--- config.mk ---
export PLATFORM = sky130hd
export DESIGN_NAME = cpu_trace_extractor
export DESIGN_NICKNAME = d
export VERILOG_FILES = /design/src/rtl/cpu_trace_pkg.sv /design/src/rtl/trace_char_decode.sv /design/src/rtl/cpu_trace_extractor.sv
export SDC_FILE = /design/constraint.sdc
export NUM_CORES = 1
export LEC_CHECK = 0
export CAP_MARGIN = 20
export CORE_ASPECT_RATIO = 1.75
export CORE_MARGIN = 2
export CORE_UTILIZATION = 55
export CTS_BUF_LIST = sky130_fd_sc_hd__clkbuf_4 sky130_fd_sc_hd__clkbuf_8
export CTS_CLUSTER_SIZE = 14
export DETAILED_ROUTE_END_ITERATION = 8
export PLACE_DENSITY_LB_ADDON = 0.2
export SYNTH_ARGS = -nofsm -noshare
export SYNTH_HDL_FRONTEND = slang
export SYNTH_HIERARCHICAL = 1
export SYNTH_SLANG_ARGS = --single-unit
--- constraint.sdc ---
create_clock -name clk -period 11.1 [get_ports clk]
set_input_delay 3.33 -clock clk [delete_from_list [all_inputs] [get_ports clk]]
set_output_delay 3.33 -clock clk [all_outputs]
set_load 0.1 [all_outputs]
--- src/rtl/cpu_trace_pkg.sv ---
// Shared encodings and widths for the CPU trace extractor.
package cpu_trace_pkg;

  localparam int unsigned TIME_W = 16;
  localparam int unsigned WORD_W = 32;

  // cpu_checker format_type verdicts
  localparam logic [1:0] FMT_NONE = 2'd0;
  localparam logic [1:0] FMT_GRF  = 2'd1;
  localparam logic [1:0] FMT_MEM  = 2'd2;

  typedef enum logic [2:0] {
    StIdle,
    StTime,
    StPc,
    StWaitTgt,
    StGrf,
    StAddr,
    StWaitData,
    StData
  } state_e;

endpackage

--- src/rtl/trace_char_decode.sv ---
// Combinational ASCII classifier: decimal digit, lowercase hex digit, nibble value.
module trace_char_decode (
  input  logic [7:0] char,
  output logic       is_dec,
  output logic       is_hex,
  output logic [3:0] nibble
);

  logic is_lc;

  // Classify the character and derive its 4-bit value
  always_comb begin
    is_dec = (char >= "0") && (char <= "9");
    is_lc  = (char >= "a") && (char <= "f");
    is_hex = is_dec || is_lc;
    nibble = 4'h0;
    if (is_dec) begin
      nibble = char[3:0];
    end else if (is_lc) begin
      // 'a' = 0x61, so low nibble 1..6 maps to 10..15
      nibble = char[3:0] + 4'd9;
    end
  end

endmodule

--- src/rtl/cpu_trace_extractor.sv ---
// Parses "^time@pc: $reg <= data#" / "^time@pc: *addr <= data#" trace records and
// presents the captured fields when cpu_checker flags the record as well-formed.
// Optional build macro CPU_TRACE_EXTRACTOR_COUNT_EN adds a saturating rec_count output.
module cpu_trace_extractor
  import cpu_trace_pkg::*;
(
  input  logic              clk,
  input  logic              reset,
  input  logic [7:0]        char,
  input  logic [1:0]        format_type,
  output logic              rec_valid,
  output logic [1:0]        rec_type,
  output logic [TIME_W-1:0] rec_time,
  output logic [WORD_W-1:0] rec_pc,
  output logic [WORD_W-1:0] rec_target,
  output logic [WORD_W-1:0] rec_data
`ifdef CPU_TRACE_EXTRACTOR_COUNT_EN
  ,
  output logic [15:0]       rec_count
`endif
);

  logic       is_dec;
  logic       is_hex;
  logic [3:0] nibble;

  trace_char_decode u_decode (
    .char   (char),
    .is_dec (is_dec),
    .is_hex (is_hex),
    .nibble (nibble)
  );

  state_e state_q, state_d;

  // Working fields, built up while a record streams in
  logic [TIME_W-1:0] tim_q, tim_d;
  logic [WORD_W-1:0] pc_q, pc_d;
  logic [WORD_W-1:0] tgt_q, tgt_d;
  logic [WORD_W-1:0] data_q, data_d;
  logic              capture;

  // Hold fields: last complete record, waiting for cpu_checker's verdict
  logic [TIME_W-1:0] hold_tim_q;
  logic [WORD_W-1:0] hold_pc_q, hold_tgt_q, hold_data_q;

  // Presented record
  logic              rec_valid_q;
  logic [1:0]        rec_type_q;
  logic [TIME_W-1:0] rec_tim_q;
  logic [WORD_W-1:0] rec_pc_q, rec_tgt_q, rec_data_q;

  // Next-state and field accumulation for the record parser
  always_comb begin
    state_d = state_q;
    tim_d   = tim_q;
    pc_d    = pc_q;
    tgt_d   = tgt_q;
    data_d  = data_q;
    capture = 1'b0;
    if (char == "^") begin
      state_d = StTime;
      tim_d   = '0;
      pc_d    = '0;
      tgt_d   = '0;
      data_d  = '0;
    end else begin
      unique case (state_q)
        StIdle: state_d = StIdle;
        StTime: begin
          if (is_dec)           tim_d   = tim_q * TIME_W'(10) + TIME_W'(nibble);
          else if (char == "@") state_d = StPc;
          else                  state_d = StIdle;
        end
        StPc: begin
          if (is_hex)           pc_d    = {pc_q[WORD_W-5:0], nibble};
          else if (char == ":") state_d = StWaitTgt;
          else                  state_d = StIdle;
        end
        StWaitTgt: begin
          if (char == "$")      state_d = StGrf;
          else if (char == "*") state_d = StAddr;
          else if (char != " ") state_d = StIdle;
        end
        StGrf: begin
          if (is_dec)                         tgt_d   = tgt_q * WORD_W'(10) + WORD_W'(nibble);
          else if (char == " " || char == "<") state_d = StWaitData;
          else                                state_d = StIdle;
        end
        StAddr: begin
          if (is_hex)                         tgt_d   = {tgt_q[WORD_W-5:0], nibble};
          else if (char == " " || char == "<") state_d = StWaitData;
          else                                state_d = StIdle;
        end
        StWaitData: begin
          if (is_hex) begin
            data_d  = WORD_W'(nibble);
            state_d = StData;
          end else if (char != " " && char != "<" && char != "=") begin
            state_d = StIdle;
          end
        end
        StData: begin
          if (is_hex) begin
            data_d = {data_q[WORD_W-5:0], nibble};
          end else begin
            state_d = StIdle;
            capture = (char == "#");
          end
        end
        default: state_d = StIdle;
      endcase
    end
  end

  // Parser state and working-field registers
  always_ff @(posedge clk) begin
    if (reset) begin
      state_q <= StIdle;
      tim_q   <= '0;
      pc_q    <= '0;
      tgt_q   <= '0;
      data_q  <= '0;
    end else begin
      state_q <= state_d;
      tim_q   <= tim_d;
      pc_q    <= pc_d;
      tgt_q   <= tgt_d;
      data_q  <= data_d;
    end
  end

  // Latch a finished record when its terminating '#' arrives
  always_ff @(posedge clk) begin
    if (reset) begin
      hold_tim_q  <= '0;
      hold_pc_q   <= '0;
      hold_tgt_q  <= '0;
      hold_data_q <= '0;
    end else if (capture) begin
      hold_tim_q  <= tim_q;
      hold_pc_q   <= pc_q;
      hold_tgt_q  <= tgt_q;
      hold_data_q <= data_q;
    end
  end

  // Present the held record for one cycle whenever cpu_checker accepts it
  always_ff @(posedge clk) begin
    if (reset) begin
      rec_valid_q <= 1'b0;
      rec_type_q  <= FMT_NONE;
      rec_tim_q   <= '0;
      rec_pc_q    <= '0;
      rec_tgt_q   <= '0;
      rec_data_q  <= '0;
    end else if (format_type != FMT_NONE) begin
      rec_valid_q <= 1'b1;
      rec_type_q  <= format_type;
      rec_tim_q   <= hold_tim_q;
      rec_pc_q    <= hold_pc_q;
      rec_tgt_q   <= hold_tgt_q;
      rec_data_q  <= hold_data_q;
    end else begin
      rec_valid_q <= 1'b0;
      rec_type_q  <= FMT_NONE;
    end
  end

  assign rec_valid  = rec_valid_q;
  assign rec_type   = rec_type_q;
  assign rec_time   = rec_tim_q;
  assign rec_pc     = rec_pc_q;
  assign rec_target = rec_tgt_q;
  assign rec_data   = rec_data_q;

`ifdef CPU_TRACE_EXTRACTOR_COUNT_EN
  logic [15:0] count_q;

  // Saturating count of presented records
  always_ff @(posedge clk) begin
    if (reset) begin
      count_q <= '0;
    end else if (rec_valid_q && (count_q != 16'hFFFF)) begin
      count_q <= count_q + 16'd1;
    end
  end

  assign rec_count = count_q;
`endif

endmodule

==> results of run 1 <==
[per-layer routing]
layer  part of all wire (%)  vias to the layer above  routed length [µm]  global-route usage [%]
met2                     53                      392               21800                    49.5
met5                      0                        -                   0                       0
met1                     38                     6736               15500                    28.3
met3                    3.9                      135                1610                    2.99
li1                       -                     7132                   -                       -
met4                    5.3                        0                2190                    14.9
[per-stage QoR]
step           cells  hold WS, ns  utilization (%)  total power, mW
2_1_floorplan   2053        0.429                -             1.29
3_3_place_gp    2430        0.438             60.4             1.31
3_5_place_dp    2430        0.443             60.4             1.31
4_1_cts         2517        0.451             64.2             2.39
5_1_grt         2520        0.460             64.4             2.45
6_report        2520        0.448             64.4             2.37
[flip-flops by register name (all words and copies together) (netlist names)]
| name | flops |
|---|---|
| hold_pc_q | 32 |
| hold_data_q | 32 |
| rec_type | 2 |
| rec_data | 32 |
| state_q | 3 |
| hold_tgt_q | 32 |
| rec_pc | 32 |
| data_q | 32 |
| hold_tim_q | 16 |
| rec_valid | 1 |
| rec_target | 32 |
| pc_q | 32 |
| tgt_q | 32 |
| rec_time | 16 |
| tim_q | 16 |
[report_power, final]
part	switching, mW	internal [mW]	total [mW]	leakage (nW)
logic	0.0459	0.0100	0.0560	3.29
registers	0.000179	1.23	1.23	2.75
clock network	0.488	0.599	1.09	0.570
[cell families after synthesis]
group,share of synthesized area [%]
flops,42.8
simple gates,23.3
mux,0.329
compound gates,18.7
xor+xnor,3.62
fa+ha+maj,7.39
buf+inv,3.84
[worst max-delay path: stages]
cell and delay [ns]:
sky130_fd_sc_hd__clkdlybuf4s50_1 0.77, sky130_fd_sc_hd__inv_1 0.14, sky130_fd_sc_hd__ha_1 0.24, sky130_fd_sc_hd__or3b_1 0.18
sky130_fd_sc_hd__nand4_2 0.15, sky130_fd_sc_hd__o21ai_0 0.58, sky130_fd_sc_hd__ha_1 0.28, sky130_fd_sc_hd__inv_1 0.06
sky130_fd_sc_hd__fa_1 0.38, sky130_fd_sc_hd__nor2b_1 0.21, sky130_fd_sc_hd__o2111ai_1 0.17, sky130_fd_sc_hd__nor3_1 0.38
sky130_fd_sc_hd__and3_1 0.35, sky130_fd_sc_hd__nand4_1 0.27, sky130_fd_sc_hd__or4_1 0.59, sky130_fd_sc_hd__xor2_1 0.15
sky130_fd_sc_hd__o211ai_1 0.18, sky130_fd_sc_hd__o211a_1 0.16
[layout make-up]
| class | count | area (µm²) |
|---|---|---|
| Antenna cell | 1 | 2.50 |
| Clock inverter | 16 | 170 |
| Tap cell | 378 | 473 |
| Sequential cell | 342 | 6850 |
| Timing Repair Buffer | 140 | 1410 |
| Inverter | 22 | 82.6 |
| Clock buffer | 71 | 908 |
| Multi-Input combinational cell | 1550 | 8530 |
| Fill cell | 2569 | 10200 |
[layout by cell type (no fill, tap or decap), types with 6 or more instances in the layout]
master                            count
sky130_fd_sc_hd__nand2_1            624
sky130_fd_sc_hd__nor2b_1              9
sky130_fd_sc_hd__o21ai_0             30
sky130_fd_sc_hd__nor3b_1              8
sky130_fd_sc_hd__nand4_1             12
sky130_fd_sc_hd__a211oi_1            17
sky130_fd_sc_hd__clkinv_2             9
sky130_fd_sc_hd__and2_1              10
sky130_fd_sc_hd__and4_1               7
sky130_fd_sc_hd__nor2_1              68
sky130_fd_sc_hd__inv_1               22
sky130_fd_sc_hd__a21o_1              15
sky130_fd_sc_hd__a221oi_1            17
sky130_fd_sc_hd__clkdlybuf4s50_1    125
sky130_fd_sc_hd__nor3_1              24
sky130_fd_sc_hd__nand3_1             49
sky130_fd_sc_hd__nor4b_1              6
sky130_fd_sc_hd__buf_4               12
sky130_fd_sc_hd__xnor2_1             45
sky130_fd_sc_hd__dfxtp_1            341
sky130_fd_sc_hd__nor4_1              11
sky130_fd_sc_hd__a21oi_1            351
sky130_fd_sc_hd__o211ai_1             8
sky130_fd_sc_hd__or2_2                6
sky130_fd_sc_hd__clkbuf_8            60
sky130_fd_sc_hd__clkbuf_4            11
sky130_fd_sc_hd__xor2_1              21
sky130_fd_sc_hd__and3_1              12
sky130_fd_sc_hd__o21ai_1              8
sky130_fd_sc_hd__o21a_1              11
sky130_fd_sc_hd__ha_1                88
[path summary, 6_finish.rpt]
| path | from | endpoint | slack [ns] | depth (start not counted) |
|---|---|---|---|---|
| max | char[0] | tgt_q[25] | 3.07 | 18 |
| min | rec_pc[24] | rec_pc[24] | 0.45 | 2 |
| max reg2reg | tgt_q[3] | tgt_q[25] | 6.24 | 13 |
| min reg2reg | rec_pc[24] | rec_pc[24] | 0.45 | 2 |
==> results.yml, run 1 <==
floorplanning:
  core.rowCount: 82
  floorplan.core_area_um2: 28600
  die-area_um2: 30500
  starting_utilization_of_the_core_area_pct: 55.8
  fp.dieH_um: 229
  floorplan.io_pins: 127
  die-width_um: 133
sta:
  postLayoutSetupSlackWorst_ns: 3.07
  maxSlewViolCount: 0
  final_hold_viol_count: 0
  finClkSkew_ns: 0.0313
  period_needed_ns: 8.03
  tightest_slew_ns: 1.05
  layout_worst_path_cycle_share_pct: 72.3
  setup_total_negative_slack_ns: 0
  finalSetupViolCount: 0
  achievable-frequency_mhz: 125
  worst_slew_margin_rel_pct: 29.6
  rsz0062_at_grt: "false"
route:
  dr.first_iter.drc_count: 845
  drt_wl_total_um: 41000
  final_routed_wire_length_divided_by_cell_count_um: 16.3
  routed-via-count: 14400
  drt_pass1_iterations: 7
  drt.antenna.violating_nets: 0
  post-route-drc-count: 0
  vias_per_cell: 5.71
global_routing:
  pin_count_of_the_biggest_net_entering_global_routing: 103
  number_of_global_route_vias_before_repair: 14000
  grt_first_pass_wirelength_um: 67400
  globalRoute.totalOverflow: 0
  number_of_antenna_violations_at_the_first_check_in_global_routing: 1
  grt.total_usage_pct: 26.4
logic_synthesis:
  mappedNetlistArea_um2: 16000
  synth.net_count: 2157
  synth.yosys.seq_area_share_pct: 42.8
  synth-edff-count: 0
  synth.ff_latch_count: 342
  most_frequently_used_cell_type_in_the_post_synthesis_netlist: "sky130_fd_sc_hd__nand2_1"
  synth_flop_cell: "sky130_fd_sc_hd__dfxtp_1"
  synth.cells.most_frequent: "624 x sky130_fd_sc_hd__nand2_1, 351 x sky130_fd_sc_hd__a21oi_1, 342 x sky130_fd_sc_hd__dfxtp_1"
  synthesis.instances: 2053
  synth_async_reset_ratio_pct: 0
  syn_avg_cell_area_um2: 7.78
  yosysUniqueCellTypes: 67
  synth_area_leaders: "sky130_fd_sc_hd__dfxtp_1 43%, sky130_fd_sc_hd__nand2_1 15%, sky130_fd_sc_hd__a21oi_1 11%"
  yosys.area.top_type: "sky130_fd_sc_hd__dfxtp_1"
  number_of_warning_messages_in_the_yosys_log: 6
  netlist.area_leader.share_pct: 42.8
pwr:
  leak_pwr_nw: 6.62
  power_density_cells_nw_per_um2: 129
  worst_ir_drop_vdd_mv: 0.0827
clocking:
  sinks_on_clock_net: 342
  cts.path.max_buffers: 3
  tritoncts_buffers: 48
  cts_tree: "done"
  clkTransAtPathRegs_ns: 0.07
  htreeDepth: 2
  cts_hold_buffers: 0
  cts_repair_resize_count: 0
  cts.root.buffer_cell: "sky130_fd_sc_hd__clkbuf_8"
  cts_setup_buffers: 0
  worstSkewPairLatency_ns: 0.60
finish:
  drive_gt1_share_pct: 5.79
  post-route-cell-area_um2: 18400
  num-nets-final: 2208
  layout-area-overhead-vs-synth_pct: 15.3
setup_path:
  start_kind: "input pin"
  worstSetupPathType: "input pin to flop"
  setup.worst_path.end_class: "flop"
  worst_ep_required_time_ns: 11.63
  worstPathArrival_ns: 8.56
  worst-path-max-fanout: 14
placed_design:
  placement.setup.worst_slack_ns: 2.54
  place.port_buffers: 126
  hpwl_um: 28000
  finalWeightedCongestion: 0.976
  place_area_um2: 17300
job:
  maxCapViolations: 0
worst_hold_path:
  hold_path.class: "flop to flop"
status:
  status: "finished clean"
No activity file was read; power rests on OpenSTA's default activity.
==> inputs of run 2 (changes only) <==
Clock period 11.1 ns to 6.9 ns, I/O delays scaled along.
==> results.yml, run 2 (synthesis results as in run 1) <==
setup_path:
  worst-path-max-fanout: 8
  reg2reg_to: "tgt_q[25]"
  critical_path.cell_chain: "clkdlybuf4s50_1, inv_1, ha_1, or3b_1, nand4_2, nor3b_1, a21o_1, inv_1, fa_1, nor2b_1, o2111ai_1, nor3_1, and3_1, nand4_1, or4_1, xor2_1, o211ai_1, o211a_1"
  setup.reg_to_reg.worst_slack_ns: 2.20
  cp-startpoint: "char[0]"
  worst_ep_required_time_ns: 7.44
  start_kind: "input pin"
  rr_worst_depth: 13
  critical-path-slowest-cell: "sky130_fd_sc_hd__clkdlybuf4s50_1"
  worst-path-buf-inv: 3
  worstSetupPathType: "input pin to flop"
  cpLargestDelayFamily: "simple AND/OR/NAND/NOR gates"
  critPathMostFrequentCell: "sky130_fd_sc_hd__inv_1"
  crit_cells: 18
  worst_reg2reg_path_startpoint: "tgt_q[3]"
  worstPathArrival_ns: 6.71
  setup.worst_path.end_class: "flop"
  crit_end: "tgt_q[25]"
  slowest_delay_ns: 0.61
clocking:
  cts_hold_buffers: 0
  cts.root.buffer_cell: "sky130_fd_sc_hd__clkbuf_8"
  sinks_on_clock_net: 342
  cts_tree: "done"
  cts_setup_buffers: 0
  cts.path.max_buffers: 3
  worstSkewPairLatency_ns: 0.60
  clkTransAtPathRegs_ns: 0.07
  htreeDepth: 2
  cts_repair_resize_count: 0
  tritoncts_buffers: 49
job:
  maxCapViolations: 0
placed_design:
  post-place-cells: 2433
  place.port_buffers: 126
  finalWeightedCongestion: 0.978
  place_area_um2: 17300
  hpwl_um: 27700
  placement.setup.worst_slack_ns: 0.176
route:
  drt_pass1_iterations: 5
  drt_wl_total_um: 40600
  final_routed_wire_length_divided_by_cell_count_um: 16.1
  post-route-drc-count: 0
  routed-via-count: 14400
  drt.antenna.violating_nets: 0
  dr.first_iter.drc_count: 875
  vias_per_cell: 5.70
sta:
  postLayoutSetupSlackWorst_ns: 0.730
  period_needed_ns: 6.17
  rsz0062_at_grt: "false"
  final_hold_viol_count: 0
  layout_worst_path_cycle_share_pct: 89.4
  setup_total_negative_slack_ns: 0
  maxSlewViolCount: 0
  achievable-frequency_mhz: 162
  finClkSkew_ns: 0.0179
  tightest_slew_ns: 1.06
  fin_worst_hold_slack_ns: 0.447
  worst_slew_margin_rel_pct: 29.3
  finalSetupViolCount: 0
finish:
  num-nets-final: 2215
  sequential_cell_area_um2: 6850
  drive_gt1_share_pct: 6.01
  instances_no_fill: 2524
  post-route-cell-area_um2: 18600
  most-common-layout-cells: "624 x sky130_fd_sc_hd__nand2_1, 351 x sky130_fd_sc_hd__a21oi_1, 341 x sky130_fd_sc_hd__dfxtp_1, 125 x sky130_fd_sc_hd__clkdlybuf4s50_1, 88 x sky130_fd_sc_hd__ha_1"
  finalCoreUtilization_pct: 64.9
  multi_input_comb_area_um2: 8530
  layout-area-overhead-vs-synth_pct: 16.3
  mostFrequentLayoutCell: "sky130_fd_sc_hd__nand2_1"
  fillers: 2503
  antenna_cells_inserted: 0
floorplanning:
  floorplan.core_area_um2: 28600
  starting_utilization_of_the_core_area_pct: 55.8
  floorplan.io_pins: 127
  die-width_um: 133
  fp.dieH_um: 229
  core.rowCount: 82
  die-area_um2: 30500
global_routing:
  globalRoute.totalOverflow: 0
  number_of_global_route_vias_before_repair: 14000
  pin_count_of_the_biggest_net_entering_global_routing: 114
  grt.total_usage_pct: 26.1
  number_of_antenna_violations_at_the_first_check_in_global_routing: 0
  grt_first_pass_wirelength_um: 66700
pwr:
  worst_ir_drop_vdd_mv: 0.180
  leak_pwr_nw: 6.70
  power_density_cells_nw_per_um2: 208
  totalPowerFinal_mw: 3.87
worst_hold_path:
  hold_path.class: "flop to flop"
status:
  status: "finished clean"
==> run 2: cell types whose count changed in the layout (fill, tap and decap cells not counted) <==
cell	previous run	this run
sky130_fd_sc_hd__clkbuf_8	60	66
sky130_fd_sc_hd__buf_16	2	4
sky130_fd_sc_hd__buf_4	12	14
sky130_fd_sc_hd__clkbuf_4	11	13
sky130_fd_sc_hd__clkinvlp_4	2	0
sky130_fd_sc_hd__clkinv_2	9	2
sky130_fd_sc_hd__diode_2	1	0
sky130_fd_sc_hd__clkbuf_16	0	1
sky130_fd_sc_hd__buf_12	0	1
==> run 2: tightest hold or removal path: cells and delay by family (launching register included) <==
kind	cells	cell delay [ns]
and+or+nand+nor	1	0.05
AOI/OAI and AO/OA	1	0.05
DFF	1	0.31
==> run 2: worst min-delay path by stage <==
stage	startpoint	endpoint	slack, ns	cells past startpoint
3_3_place_gp	rec_data[4]	rec_data[4]	0.44	2
3_5_place_dp	rec_pc[6]	rec_pc[6]	0.44	2
4_1_cts	rec_pc[18]	rec_pc[18]	0.45	2
2_1_floorplan	tgt_q[31]	hold_tgt_q[31]	0.43	2
6_report	rec_data[8]	rec_data[8]	0.45	2
5_1_grt	rec_pc[8]	rec_pc[8]	0.47	2
==> run 2: final cells by class <==
cell class                      count  area share, %
Inverter                           22          0.444
Sequential cell                   342           36.8
Clock inverter                      7          0.646
Clock buffer                       79           5.41
Tap cell                          378           2.54
Multi-Input combinational cell   1550           45.9
Timing Repair Buffer              146           8.19
==> run 2: routing by layer <==
metal	GRT usage [%]	part of all wire, %	wire (µm)	vias up
met4	13.9	4.8	1930	0
met1	27.9	38	15600	6772
met5	0	0	0	-
met2	49.1	53	21600	323
met3	3.47	3.6	1450	137
li1	-	-	-	7158
==> run 2: power breakdown <==
part | total, mW | switching (mW) | internal (mW)
Clock | 1.80 | 0.761 | 1.03
Sequential | 1.98 | 0.000349 | 1.98
Combinational | 0.0952 | 0.0751 | 0.0201
==> inputs of run 3 (changes only) <==
Settings changed: DONT_BUFFER_PORTS set to 1.
==> results.yml, run 3 (synthesis results as in run 1) <==
route:
  drt_wl_total_um: 39900
  drt.antenna.violating_nets: 0
  final_routed_wire_length_divided_by_cell_count_um: 16.7
  vias_per_cell: 5.80
  post-route-drc-count: 0
  drt_pass1_iterations: 5
  routed-via-count: 13900
  dr.first_iter.drc_count: 836
placed_design:
  placement.setup.worst_slack_ns: 0.739
  post-place-cells: 2304
  hpwl_um: 26900
  place.port_buffers: 0
  finalWeightedCongestion: 0.914
sta:
  setup_total_negative_slack_ns: 0
  tightest_slew_ns: 1.08
  maxSlewViolCount: 0
  finClkSkew_ns: 0.0153
  finalSetupViolCount: 0
  period_needed_ns: 5.65
  fin_worst_hold_slack_ns: 0.449
  rsz0062_at_grt: "false"
  worst_slew_margin_rel_pct: 28.0
  postLayoutSetupSlackWorst_ns: 1.25
  layout_worst_path_cycle_share_pct: 81.8
  final_hold_viol_count: 0
  achievable-frequency_mhz: 177
global_routing:
  pin_count_of_the_biggest_net_entering_global_routing: 231
  groute.layer.met2.usage_pct: 48.5
  grt.total_usage_pct: 25.6
  grt_util_met1_pct: 27.6
  number_of_global_route_vias_before_repair: 13200
  grt_first_pass_wirelength_um: 64900
  top_usage_layer: "met2"
  number_of_antenna_violations_at_the_first_check_in_global_routing: 1
  gr-usage-met3_pct: 3.41
  globalRoute.totalOverflow: 0
finish:
  fillers: 2642
  drive_gt1_share_pct: 6.06
  num-nets-final: 2083
  most-common-layout-cells: "624 x sky130_fd_sc_hd__nand2_1, 351 x sky130_fd_sc_hd__a21oi_1, 341 x sky130_fd_sc_hd__dfxtp_1, 88 x sky130_fd_sc_hd__ha_1, 68 x sky130_fd_sc_hd__nor2_1"
  instances_no_fill: 2393
  mostFrequentLayoutCell: "sky130_fd_sc_hd__nand2_1"
  layout-area-overhead-vs-synth_pct: 7.38
  finalCoreUtilization_pct: 59.9
status:
  status: "finished clean"
clocking:
  cts_repair_resize_count: 0
  worstSkewPairLatency_ns: 0.58
  cts_tree: "done"
  tritoncts_buffers: 48
  clkTransAtPathRegs_ns: 0.07
  sinks_on_clock_net: 342
  htreeDepth: 2
  cts_hold_buffers: 0
  cts_setup_buffers: 0
  cts.root.buffer_cell: "sky130_fd_sc_hd__clkbuf_8"
  cts.path.max_buffers: 3
setup_path:
  worstPathArrival_ns: 6.17
  setup.reg_to_reg.worst_slack_ns: 2.19
  cp-startpoint: "char[0]"
  setup.worst_path.end_class: "flop"
  worstSetupPathType: "input pin to flop"
  worst_ep_required_time_ns: 7.43
  worst-path-max-fanout: 14
  worst_reg2reg_path_startpoint: "tgt_q[3]"
  rr_worst_depth: 13
  start_kind: "input pin"
  reg2reg_to: "tgt_q[25]"
floorplanning:
  die-area_um2: 30500
  fp.dieH_um: 229
  die-width_um: 133
  core.rowCount: 82
  starting_utilization_of_the_core_area_pct: 55.8
  floorplan.io_pins: 127
  floorplan.core_area_um2: 28600
pwr:
  worst_ir_drop_vdd_mv: 0.148
  power_density_cells_nw_per_um2: 219
  leak_pwr_nw: 6.17
worst_hold_path:
  hold_depth: 2
  holdCritStartpoint: "hold_tgt_q[11]"
  hold_path.class: "flop to flop"
  timing.hold.worst_endpoint: "hold_tgt_q[11]"
job:
  maxCapViolations: 0
## run 3: area by class of cell
class | count | area, µm² | area share (%)
clock buffers | 69 | 862 | 5.02
diodes | 1 | 2.50 | 0.0146
repair buffers | 15 | 165 | 0.963
multi-input cells | 1550 | 8530 | 49.7
flip-flops and latches | 342 | 6850 | 39.9
well taps | 378 | 473 | 2.76
clock inverters | 16 | 191 | 1.12
inverters | 22 | 82.6 | 0.481
## run 3: metal layers
layer  wire length, µm  vias up
li1                  -     6886
met1             15300     6595
met2             21300      295
met3              1570       98
met4              1720        0
met5                 0        -
## run 3: worst max path at each step
stage,to,slack (ns),depth (start not counted)
4_1_cts,tgt_q[25],1.33,17
3_3_place_gp,tgt_q[25],0.88,17
3_5_place_dp,tgt_q[25],0.74,17
2_1_floorplan,tgt_q[25],1.03,18
6_report,tgt_q[25],1.25,17
5_1_grt,tgt_q[25],0.89,17
## run 3: stage by stage
step	cell area, µm²	total power, mW
floorplan	16000	2.08
global placement	16000	2.07
detailed placement	16000	2.07
CTS	17100	3.79
global route	17200	3.87
finish	17200	3.75
## run 3: critical path, stage by stage
cell and delay [ns]:
sky130_fd_sc_hd__inv_1 0.04, sky130_fd_sc_hd__ha_1 0.20, sky130_fd_sc_hd__or3b_1 0.19, sky130_fd_sc_hd__nand4_2 0.16, sky130_fd_sc_hd__nor3b_1 0.25, sky130_fd_sc_hd__a21o_1 0.22, sky130_fd_sc_hd__inv_1 0.13, sky130_fd_sc_hd__fa_1 0.45
sky130_fd_sc_hd__nor2b_1 0.19, sky130_fd_sc_hd__o2111ai_1 0.17, sky130_fd_sc_hd__nor3_1 0.40, sky130_fd_sc_hd__and3_1 0.35, sky130_fd_sc_hd__nand4_1 0.25, sky130_fd_sc_hd__or4_1 0.59, sky130_fd_sc_hd__xor2_1 0.16, sky130_fd_sc_hd__o211ai_1 0.18
sky130_fd_sc_hd__o211a_1 0.18
## run 3: report_power, final
| group | total, mW | leakage (nW) | internal [mW] | switching (mW) |
|---|---|---|---|---|
| Sequential | 1.98 | 2.75 | 1.97 | 0.00772 |
| Combinational | 0.0488 | 2.87 | 0.00975 | 0.0390 |
| Clock | 1.72 | 0.553 | 0.958 | 0.762 |
| Total | 3.75 | 6.17 | 2.94 | 0.808 |
